### src/rtl/fir_coeff_loader_if.sv
// Coefficient stream bundle between a coefficient producer and fir_coeff_loader.
interface fir_coeff_loader_if #(
  parameter int unsigned DATA_WIDTH = 24
);

  logic                  i_load_start;
  logic [DATA_WIDTH-1:0] iv_coeff;
  logic                  i_coeff_valid;
  logic                  o_coeff_ready;

  // Producer side
  modport master (
    output i_load_start,
    output iv_coeff,
    output i_coeff_valid,
    input  o_coeff_ready
  );

  // Loader side
  modport slave (
    input  i_load_start,
    input  iv_coeff,
    input  i_coeff_valid,
    output o_coeff_ready
  );

endinterface

### src/rtl/fir_coeff_loader.sv
// Loads NUM_TAPS signed coefficients into a shadow bank over a valid/ready
// stream, then swaps the whole bank into the tap-facing active bank in one edge.
module fir_coeff_loader #(
  parameter int unsigned DATA_WIDTH = 24,
  parameter int unsigned NUM_TAPS   = 16
) (
  input  logic                           i_clk,
  input  logic                           i_rst,
  fir_coeff_loader_if.slave              coeff_if,
  output logic [NUM_TAPS*DATA_WIDTH-1:0] ov_weights,
  output logic                           o_busy,
  output logic                           o_load_done,
  output logic                           o_load_err
);

  localparam int unsigned CNT_W = (NUM_TAPS > 1) ? $clog2(NUM_TAPS) : 1;
  localparam logic [CNT_W-1:0] LAST_IDX = CNT_W'(NUM_TAPS - 1);

  typedef enum logic [1:0] {
    IDLE   = 2'd0,
    LOAD   = 2'd1,
    COMMIT = 2'd2
  } state_t;

  state_t                state, state_nxt;
  logic [CNT_W-1:0]      count, count_nxt;
  logic [DATA_WIDTH-1:0] shadow [NUM_TAPS];
  logic                  wr_en;
  logic                  commit;
  logic                  done_nxt;
  logic                  err_nxt;
  logic                  ready_c;

  assign coeff_if.o_coeff_ready = ready_c;

  // Next-state, handshake and pulse decode
  always_comb begin
    state_nxt = state;
    count_nxt = count;
    wr_en     = 1'b0;
    commit    = 1'b0;
    done_nxt  = 1'b0;
    err_nxt   = 1'b0;
    ready_c   = 1'b0;
    case (state)
      IDLE: begin
        if (coeff_if.i_load_start) begin
          state_nxt = LOAD;
          count_nxt = '0;
        end
      end
      LOAD: begin
        ready_c = !coeff_if.i_load_start;
        if (coeff_if.i_load_start) begin
          // Restart: discard progress, old shadow slots get overwritten later
          count_nxt = '0;
          err_nxt   = 1'b1;
        end else if (coeff_if.i_coeff_valid) begin
          wr_en = 1'b1;
          if (count == LAST_IDX) begin
            state_nxt = COMMIT;
          end else begin
            count_nxt = count + CNT_W'(1);
          end
        end
      end
      COMMIT: begin
        commit    = 1'b1;
        done_nxt  = 1'b1;
        state_nxt = IDLE;
      end
      default: begin
        state_nxt = IDLE;
        count_nxt = '0;
      end
    endcase
  end

  // State, counter and status pulse registers
  always_ff @(posedge i_clk) begin
    if (i_rst) begin
      state       <= IDLE;
      count       <= '0;
      o_busy      <= 1'b0;
      o_load_done <= 1'b0;
      o_load_err  <= 1'b0;
    end else begin
      state       <= state_nxt;
      count       <= count_nxt;
      o_busy      <= (state_nxt != IDLE);
      o_load_done <= done_nxt;
      o_load_err  <= err_nxt;
    end
  end

  // Shadow bank capture, one slot per accepted word
  always_ff @(posedge i_clk) begin
    if (i_rst) begin
      for (int k = 0; k < NUM_TAPS; k++) begin
        shadow[k] <= '0;
      end
    end else if (wr_en) begin
      shadow[count] <= coeff_if.iv_coeff;
    end
  end

  // Active bank: changes only on commit so taps see an atomic swap
  always_ff @(posedge i_clk) begin
    if (i_rst) begin
      ov_weights <= '0;
    end else if (commit) begin
      for (int k = 0; k < NUM_TAPS; k++) begin
        ov_weights[k*DATA_WIDTH +: DATA_WIDTH] <= shadow[k];
      end
    end
  end

endmodule
### src/flat_wrapper.sv
// flat-port wrapper written by rule: the top's interface ports become plain ports
module fir_coeff_loader_flat 
#(
  parameter int unsigned DATA_WIDTH = 24,
  parameter int unsigned NUM_TAPS   = 16
)
  (i_clk, i_rst, ov_weights, o_busy, o_load_done, o_load_err, coeff_if_i_load_start, coeff_if_iv_coeff, coeff_if_i_coeff_valid, coeff_if_o_coeff_ready);
  fir_coeff_loader_if #(.DATA_WIDTH(DATA_WIDTH)) coeff_if_i ();
  input  logic i_clk;
  input  logic i_rst;
  output logic [NUM_TAPS*DATA_WIDTH-1:0] ov_weights;
  output logic o_busy;
  output logic o_load_done;
  output logic o_load_err;
  input wire logic [$bits(coeff_if_i.i_load_start)-1:0] coeff_if_i_load_start;
  input wire logic [$bits(coeff_if_i.iv_coeff)-1:0] coeff_if_iv_coeff;
  input wire logic [$bits(coeff_if_i.i_coeff_valid)-1:0] coeff_if_i_coeff_valid;
  output wire logic [$bits(coeff_if_i.o_coeff_ready)-1:0] coeff_if_o_coeff_ready;
  assign coeff_if_i.i_load_start = coeff_if_i_load_start;
  assign coeff_if_i.iv_coeff = coeff_if_iv_coeff;
  assign coeff_if_i.i_coeff_valid = coeff_if_i_coeff_valid;
  assign coeff_if_o_coeff_ready = coeff_if_i.o_coeff_ready;
  fir_coeff_loader #(.DATA_WIDTH(DATA_WIDTH), .NUM_TAPS(NUM_TAPS)) u_core (.i_clk(i_clk), .i_rst(i_rst), .coeff_if(coeff_if_i), .ov_weights(ov_weights), .o_busy(o_busy), .o_load_done(o_load_done), .o_load_err(o_load_err));
endmodule
### config.mk
export PLATFORM = sky130hd
export DESIGN_NAME = fir_coeff_loader_flat
export DESIGN_NICKNAME = d
export VERILOG_FILES = /design/src/rtl/fir_coeff_loader_if.sv /design/src/rtl/fir_coeff_loader.sv /design/src/flat_wrapper.sv
export SDC_FILE = /design/constraint.sdc
export NUM_CORES = 1
export LEC_CHECK = 0
export BUFFER_PORTS_ARGS = -buffer_cell sky130_fd_sc_hd__buf_2
export CAP_MARGIN = 5
export CORE_AREA = 4 4 289 291
export CTS_CLUSTER_DIAMETER = 50
export DETAILED_ROUTE_END_ITERATION = 10
export DIE_AREA = 0 0 293 295
export GPL_TIMING_DRIVEN = 1
export HOLD_SLACK_MARGIN = 0.1
export SLEW_MARGIN = 20
export SYNTH_ARGS = -nofsm -noshare
export SYNTH_HDL_FRONTEND = slang
export SYNTH_SLANG_ARGS = --single-unit
export TNS_END_PERCENT = 10
### constraint.sdc
create_clock -name i_clk -period 2.5 [get_ports i_clk]
set_input_delay 0.75 -clock i_clk [delete_from_list [all_inputs] [get_ports i_clk]]
set_output_delay 0.75 -clock i_clk [all_outputs]
set_load 0.01 [all_outputs]
==> results of run 1 <==
[power groups by stage]
stage / registers, µW / logic [µW] / clock network, µW
2_1_floorplan: 13900 / 261 / 0
3_3_place_gp: 13900 / 708 / 0
3_5_place_dp: 13900 / 711 / 0
4_1_cts: 13600 / 712 / 13700
5_1_grt: 13600 / 735 / 14300
6_report: 13600 / 693 / 13500
[cell type report]
type / instances / area (µm²)
fillers: 7670 / 45730
flip-flops and latches: 777 / 19400
multi-input cells: 1607 / 7865
repair buffers: 498 / 3085
clock buffers: 135 / 2679
well taps: 1060 / 1326
clock inverters: 40 / 435.4
inverters: 4 / 15.01
diodes: 4 / 10.01
[critical path, stage by stage (launching register included)]
cell,delay (ns)
dfxtp_1,0.31
buf_4,0.19
nor3b_2,0.21
buf_2,0.21
[kinds of logic after synthesis]
| logic type | Yosys count | share of synthesized area (%) |
|---|---|---|
| flip-flops | 777 | 68.82 |
| buffers and inverters | 196 | 3.351 |
| AO/OA/AOI/OAI | 396 | 7.160 |
| AND/OR/NAND/NOR | 1207 | 20.49 |
| adder cells (fa/ha/maj) | 4 | 0.1776 |
[metrics by stage]
step           hold slack (ns)  instances  utilization, %  power, µW
2_1_floorplan           0.4713       2580               -      14130
3_3_place_gp            0.4405       3946           39.34      14590
3_5_place_dp            0.4441       3946           39.34      14600
4_1_cts                 0.4053       4121           43.20      28010
5_1_grt                 0.4531       4122           43.21      28620
6_report                0.4489       4125           43.22      27770
[placed cells by master, fill, tap and decap left out, drive strengths merged, types with 6 or more instances in the layout]
cell type    n
a21oi      386
and2       385
buf        498
clkbuf     135
clkinv      21
dfxtp      393
edfxtp     384
inv         17
nand2      771
nand3        6
nor2        14
or2         16
[flip-flops by register name, summed over array words and instances, names as in the netlist]
name                count
u_core.o_busy           1
u_core.shadow         384
u_core.o_load_done      1
u_core.state            2
u_core.count            4
u_core.o_load_err       1
ov_weights            384
[worst paths after layout]
path	to	cells past startpoint	start
max reg2reg	u_core.shadow[11][20]	4	u_core.count[2]
min	ov_weights[59]	2	ov_weights[59]
max	coeff_if_o_coeff_ready	3	u_core.state[1]
min reg2reg	ov_weights[59]	2	ov_weights[59]
[layer usage]
metal	up-vias	wire length, µm	track usage [%]
li1	9327	-	-
met1	9521	35010	24.90
met2	649	43500	33.42
met3	139	5503	3.005
met4	0	2696	6.996
met5	-	0	0
[repair_timing]
item	in CTS	in global routing
buffers inserted	0	0
hold buffers	0	0
setup endpoints to repair	0	1
gates resized for setup	0	1
==> metrics.txt, run 1 <==
# TYPE chip_impl_metric gauge
chip_impl_metric{name="cts_inserted_buffers",unit=""} 93
chip_impl_metric{name="dp.final_hpwl",unit="µm"} 54090
chip_impl_metric{name="critical_path.max_fanout",unit=""} 8
chip_impl_metric{name="finalHoldViolCount",unit=""} 0
chip_impl_metric{name="clkSlewWorstSetupHoldPaths",unit="ns"} 0.06
chip_impl_metric{name="p_int",unit="µW"} 21670
chip_impl_metric{name="floorplan.die.height",unit="µm"} 295
chip_impl_metric{name="finalCriticalPeriod",unit="ns"} 2.288
chip_impl_metric{name="global_route.usage.total",unit="%"} 19.40
chip_impl_metric{name="post_synthesis_net_count",unit=""} 2612
chip_impl_metric{name="async_flop_share",unit="%"} 0
chip_impl_metric{name="final_max_slew_viol_count",unit=""} 0
chip_impl_info{name="synth_top_cells_by_area",value="edfxtp_1 41%, dfxtp_1 28%, nand2_1 10%"} 1
chip_impl_metric{name="cp.arrival",unit="ns"} 1.54
chip_impl_metric{name="antenna_found_initial",unit=""} 20
chip_impl_metric{name="p_per_area",unit="nW/µm²"} 797.6
chip_impl_metric{name="p_leak",unit="µW"} 0.01356
chip_impl_metric{name="f_max",unit="GHz"} 0.4370
chip_impl_metric{name="skew",unit="ns"} 0.02405
chip_impl_metric{name="worst_pin_slew",unit="ns"} 0.9269
chip_impl_info{name="synth_top_area_cell",value="edfxtp_1"} 1
chip_impl_info{name="hold_path.class",value="reg2reg"} 1
chip_impl_metric{name="layout-area-overhead-vs-synth",unit="%"} 23.51
chip_impl_metric{name="power_switching_share",unit="%"} 21.96
chip_impl_metric{name="combPwrFrac",unit="%"} 2.5
chip_impl_metric{name="cts_max_path_buffers",unit=""} 3
chip_impl_metric{name="port_buffers",unit=""} 415
chip_impl_metric{name="synth-seq-area-share",unit="%"} 68.82
chip_impl_metric{name="synth_area",unit="µm²"} 28190
chip_impl_info{name="setup_repair_after_global_routing_missed_its_margin",value="false"} 1
chip_impl_metric{name="drc",unit=""} 0
chip_impl_metric{name="power.clock.fraction",unit="%"} 48.5
chip_impl_info{name="synthFlopType",value="dfxtp_1"} 1
chip_impl_metric{name="max-cap-violations",unit=""} 0
chip_impl_metric{name="timing.setup.tns",unit="ns"} 0
chip_impl_metric{name="grt_pass1_vias",unit=""} 18749
chip_impl_metric{name="final_net_count",unit=""} 3013
chip_impl_metric{name="pin_count_of_the_biggest_net_entering_global_routing",unit=""} 117
chip_impl_info{name="run_status",value="complete, no violations"} 1
chip_impl_metric{name="setup_slack",unit="ns"} 0.2118
chip_impl_metric{name="place_ws",unit="ns"} 0.1224
chip_impl_metric{name="ys.warnings.count",unit=""} 0
chip_impl_metric{name="dieArea",unit="µm²"} 86440
chip_impl_metric{name="drive_gt1_share",unit="%"} 22.38
chip_impl_metric{name="clk-insertion-delay-late",unit="ns"} 0.63
chip_impl_metric{name="start_util",unit="%"} 35.00
chip_impl_info{name="synth.most_common_cell",value="nand2_1"} 1
chip_impl_metric{name="detailroute.via_count",unit=""} 19636
chip_impl_metric{name="cell_area_after_placement",unit="µm²"} 31690
chip_impl_metric{name="via_to_cell_ratio",unit=""} 4.760
chip_impl_metric{name="floorplan.io_pins",unit=""} 416
chip_impl_metric{name="htree_num_levels",unit=""} 3
chip_impl_info{name="root_buffer",value="clkbuf_16"} 1
chip_impl_metric{name="power.sequential.fraction",unit="%"} 49.0
chip_impl_info{name="start_kind",value="register"} 1
chip_impl_metric{name="portion_of_the_clock_cycle_consumed_by_the_worst_path_in_the_final_layout",unit="%"} 91.53
chip_impl_metric{name="drt_first_iter_violations",unit=""} 1805
chip_impl_metric{name="yosys.cell_types.count",unit=""} 34
chip_impl_metric{name="std_cell_rows",unit=""} 104
chip_impl_info{name="tritoncts",value="yes"} 1
chip_impl_metric{name="numClockSinks",unit=""} 777
chip_impl_metric{name="placeableCoreArea",unit="µm²"} 80550
chip_impl_info{name="synth_top_cells_by_count",value="771 x nand2_1, 393 x dfxtp_1, 386 x a21oi_1"} 1
chip_impl_metric{name="number_of_enable_flip_flop_cells_after_synthesis",unit=""} 384
chip_impl_info{name="timing.setup.critical_path_class",value="reg2out"} 1
chip_impl_metric{name="setup_viol_count_final",unit=""} 0
chip_impl_metric{name="synthCells",unit=""} 2580
chip_impl_metric{name="avgRoutedWirePerCell",unit="µm"} 21.02
chip_impl_metric{name="gr-total-overflow",unit=""} 0
chip_impl_metric{name="synth_top_area_share",unit="%"} 40.91
chip_impl_metric{name="totalWireLength",unit="µm"} 86710
chip_impl_metric{name="sw_power",unit="µW"} 6097
chip_impl_metric{name="cp_data_required_time",unit="ns"} 1.75
chip_impl_metric{name="vdd_ir_drop_max",unit="mV"} 0.5685
chip_impl_metric{name="gp_routability_congestion",unit=""} 0.7335
chip_impl_metric{name="number_of_flip_flops_and_latches_in_the_synthesized_netlist",unit=""} 777
chip_impl_metric{name="reg2reg_slack",unit="ns"} 0.55
chip_impl_metric{name="worst_slew_margin",unit="%"} 38.21
chip_impl_metric{name="antenna_violating_nets_post_route",unit=""} 0
chip_impl_metric{name="grt_pass1_wl",unit="µm"} 124700
chip_impl_metric{name="width_of_the_die",unit="µm"} 293
chip_impl_info{name="cp-end-kind",value="output pin"} 1
chip_impl_metric{name="syn-mean-instance-area",unit="µm²"} 10.93
chip_impl_metric{name="drt_pass1_iterations",unit=""} 5
chip_impl_metric{name="postLayoutCellArea",unit="µm²"} 34810
No activity file was read; power rests on OpenSTA's default activity.
==> inputs of run 2 (changes only) <==
--- a/config.mk
+++ b/config.mk
@@ -6,11 +6,11 @@
 export NUM_CORES = 1
 export LEC_CHECK = 0
 export BUFFER_PORTS_ARGS = -buffer_cell sky130_fd_sc_hd__buf_2
-export CAP_MARGIN = 5
 export CORE_AREA = 4 4 289 291
 export CTS_CLUSTER_DIAMETER = 50
 export DETAILED_ROUTE_END_ITERATION = 10
 export DIE_AREA = 0 0 293 295
+export GPL_ROUTABILITY_DRIVEN = 1
 export GPL_TIMING_DRIVEN = 1
 export HOLD_SLACK_MARGIN = 0.1
 export SLEW_MARGIN = 20
==> constraint.sdc (replaced) <==
create_clock -name i_clk -period 1.9 [get_ports i_clk]
set_input_delay 0.57 -clock i_clk [delete_from_list [all_inputs] [get_ports i_clk]]
set_output_delay 0.57 -clock i_clk [all_outputs]
set_load 0.01 [all_outputs]
==> run 2 against run 1 <==
Against the previous run:
- the run now ends with negative setup slack left
- clock power grew 35%
- total power increased by 33%
- worst setup slack worse by 0.30 ns
- sequential share of layout area down 0.55 points
- count of clock-buffer cells in the layout fell by 8
- sequential power increased by 32%
- register-to-register slack worse by 0.42 ns
- cell area up 1.0%
- global-route usage decreased by 0.31 points
- hold slack worse by 0.085 ns
- critical endpoint unchanged
==> metrics.txt, run 2 (synthesis results as in run 1) <==
# TYPE chip_impl_metric gauge
chip_impl_metric{name="global_route.usage.total",unit="%"} 19.09
chip_impl_metric{name="numClockSinks",unit=""} 777
chip_impl_metric{name="postCtsHoldBufs",unit=""} 0
chip_impl_metric{name="worst_pin_slew",unit="ns"} 0.8853
chip_impl_info{name="crit_top_cell",value="buf_6"} 1
chip_impl_metric{name="p_per_area",unit="nW/µm²"} 1054
chip_impl_metric{name="pin_count_of_the_biggest_net_entering_global_routing",unit=""} 111
chip_impl_metric{name="width_of_the_die",unit="µm"} 293
chip_impl_metric{name="f_max",unit="GHz"} 0.5025
chip_impl_info{name="failed_checks",value="negative setup slack"} 1
chip_impl_metric{name="grt_pass1_vias",unit=""} 18718
chip_impl_metric{name="timing.hold.ws",unit="ns"} 0.3639
chip_impl_metric{name="cell_area_after_placement",unit="µm²"} 31840
chip_impl_info{name="start_kind",value="register"} 1
chip_impl_metric{name="cp.arrival",unit="ns"} 1.42
chip_impl_metric{name="htree_num_levels",unit=""} 3
chip_impl_metric{name="clkSlewWorstSetupHoldPaths",unit="ns"} 0.05
chip_impl_metric{name="cpPeakStageDelay",unit="ns"} 0.37
chip_impl_info{name="setup_repair_after_global_routing_missed_its_margin",value="true"} 1
chip_impl_metric{name="final_net_count",unit=""} 3024
chip_impl_metric{name="finish.utilization",unit="%"} 43.67
chip_impl_info{name="tritoncts",value="yes"} 1
chip_impl_metric{name="portion_of_the_clock_cycle_consumed_by_the_worst_path_in_the_final_layout",unit="%"} 104.7
chip_impl_metric{name="finalCriticalPeriod",unit="ns"} 1.990
chip_impl_info{name="holdPathEnd",value="u_core.o_busy"} 1
chip_impl_metric{name="skew",unit="ns"} 0.02152
chip_impl_info{name="hold_path.class",value="in2reg"} 1
chip_impl_info{name="timing.setup.critical_path_class",value="reg2out"} 1
chip_impl_metric{name="place_ws",unit="ns"} -0.2602
chip_impl_metric{name="dp.final_hpwl",unit="µm"} 52800
chip_impl_metric{name="gr-total-overflow",unit=""} 0
chip_impl_metric{name="antenna_violating_nets_post_route",unit=""} 0
chip_impl_metric{name="drive_gt1_share",unit="%"} 23.14
chip_impl_metric{name="setup_slack",unit="ns"} -0.08994
chip_impl_metric{name="worst_slew_margin",unit="%"} 40.98
chip_impl_metric{name="port_buffers",unit=""} 415
chip_impl_info{name="hold_path_startpoint",value="i_rst"} 1
chip_impl_metric{name="gp_routability_congestion",unit=""} 0.7476
chip_impl_info{name="layout_commonest_cell",value="nand2_1"} 1
chip_impl_metric{name="detailroute.via_count",unit=""} 19671
chip_impl_metric{name="floorplan.io_pins",unit=""} 416
chip_impl_metric{name="p_leak",unit="µW"} 0.01372
chip_impl_metric{name="cts_inserted_buffers",unit=""} 93
chip_impl_metric{name="drt_first_iter_violations",unit=""} 1590
chip_impl_metric{name="final_max_slew_viol_count",unit=""} 0
chip_impl_metric{name="std_cell_rows",unit=""} 104
chip_impl_info{name="critical_path.reg2reg.endpoint",value="u_core.shadow[0][5]"} 1
chip_impl_info{name="cp_cell_sequence",value="nor3b_4 > buf_6 > buf_6"} 1
chip_impl_metric{name="critical_path.max_fanout",unit=""} 7
chip_impl_metric{name="drt_pass1_iterations",unit=""} 5
chip_impl_metric{name="vdd_ir_drop_max",unit="mV"} 0.6907
chip_impl_metric{name="avgRoutedWirePerCell",unit="µm"} 20.69
chip_impl_metric{name="via_to_cell_ratio",unit=""} 4.755
chip_impl_metric{name="dieArea",unit="µm²"} 86440
chip_impl_info{name="reg_top3",value="ov_weights (384), u_core.shadow (384), u_core.count (4)"} 1
chip_impl_metric{name="timing.setup.tns",unit="ns"} -0.08994
chip_impl_metric{name="max-cap-violations",unit=""} 0
chip_impl_info{name="root_buffer",value="clkbuf_16"} 1
chip_impl_info{name="run_status",value="finished with violations"} 1
chip_impl_metric{name="antenna_found_initial",unit=""} 18
chip_impl_metric{name="postLayoutCellArea",unit="µm²"} 35170
chip_impl_metric{name="finalHoldViolCount",unit=""} 0
chip_impl_info{name="critical-path-slowest-cell",value="dfxtp_4"} 1
chip_impl_info{name="r2r_start",value="u_core.state[0]"} 1
chip_impl_metric{name="placeableCoreArea",unit="µm²"} 80550
chip_impl_metric{name="reg2reg_slack",unit="ns"} 0.13
chip_impl_metric{name="cp_data_required_time",unit="ns"} 1.33
chip_impl_metric{name="floorplan.die.height",unit="µm"} 295
chip_impl_metric{name="r2r.worst_path.cells",unit=""} 7
chip_impl_metric{name="totalWireLength",unit="µm"} 85610
chip_impl_info{name="cp-end-kind",value="output pin"} 1
chip_impl_metric{name="start_util",unit="%"} 35.00
chip_impl_metric{name="grt_pass1_wl",unit="µm"} 123000
chip_impl_metric{name="worst_hold_path.num_cells",unit=""} 4
chip_impl_metric{name="cts_max_path_buffers",unit=""} 3
chip_impl_metric{name="clk-insertion-delay-late",unit="ns"} 0.65
chip_impl_metric{name="drc",unit=""} 0
chip_impl_metric{name="layout-area-overhead-vs-synth",unit="%"} 24.77
chip_impl_metric{name="setup_viol_count_final",unit=""} 1
chip_impl_info{name="layout_common_cells",value="771 x nand2_1, 413 x buf_2, 391 x dfxtp_1"} 1
-- run 2: cell count changes in the layout (fill, tap and decap cells not counted), sizes merged --
| cell | delta |
|---|---|
| buf | +10 |
| bufinv | +1 |
| inv | +2 |
| clkbuf | -7 |
| clkinv | +6 |
-- run 2: critical path: cells and delay by family, from the launching register on --
kind | cells | cell delay (ns)
buffers and inverters | 2 | 0.23
AND/OR/NAND/NOR | 1 | 0.19
flip-flops | 1 | 0.37
-- run 2: worst max-delay path by stage --
| stage | startpoint | endpoint | slack, ns | depth (start not counted) |
|---|---|---|---|---|
| final | u_core.state[1] | coeff_if_o_coeff_ready | -0.09 | 3 |
| after detailed placement | coeff_if_i_load_start | u_core.shadow[13][20] | -0.26 | 7 |
| after global placement | coeff_if_i_load_start | u_core.shadow[13][15] | -0.26 | 7 |
| after global routing | u_core.state[1] | coeff_if_o_coeff_ready | -0.18 | 3 |
| after floorplan | coeff_if_i_load_start | u_core.shadow[9][0] | -0.07 | 5 |
| after CTS | u_core.state[0] | coeff_if_o_coeff_ready | -0.20 | 4 |
-- run 2: routing by layer --
metal  GRT usage, %  wire length (µm)
met3          2.840              5402
met4          6.378              2264
met5              0                 0
met2          33.89             44000
met1          23.92             33950
-- run 2: per-stage QoR --
step	std cells	total power, µW
after floorplan	2580	18590
after global placement	3955	19200
after detailed placement	3955	19210
after CTS	4132	37390
after global routing	4134	38200
final	4137	37060
-- run 2: what timing repair did --
action	in CTS	in global routing
setup endpoints to repair	1	155
pin swaps	1	0
buffers inserted	2	1
gates resized for setup	8	3
gates cloned	0	1
-- run 2: report_power, final --
part,internal [µW],switching [µW]
Combinational,207,709
Clock,10900,7370
Sequential,17800,90.1
-- run 2: final cells by class --
type	count	area (µm²)
well taps	1060	1326
inverters	4	15.01
fillers	7564	45380
clock buffers	127	2703
clock inverters	49	545.5
repair buffers	509	3282
multi-input cells	1607	7886
diodes	4	10.01
flip-flops and latches	777	19400
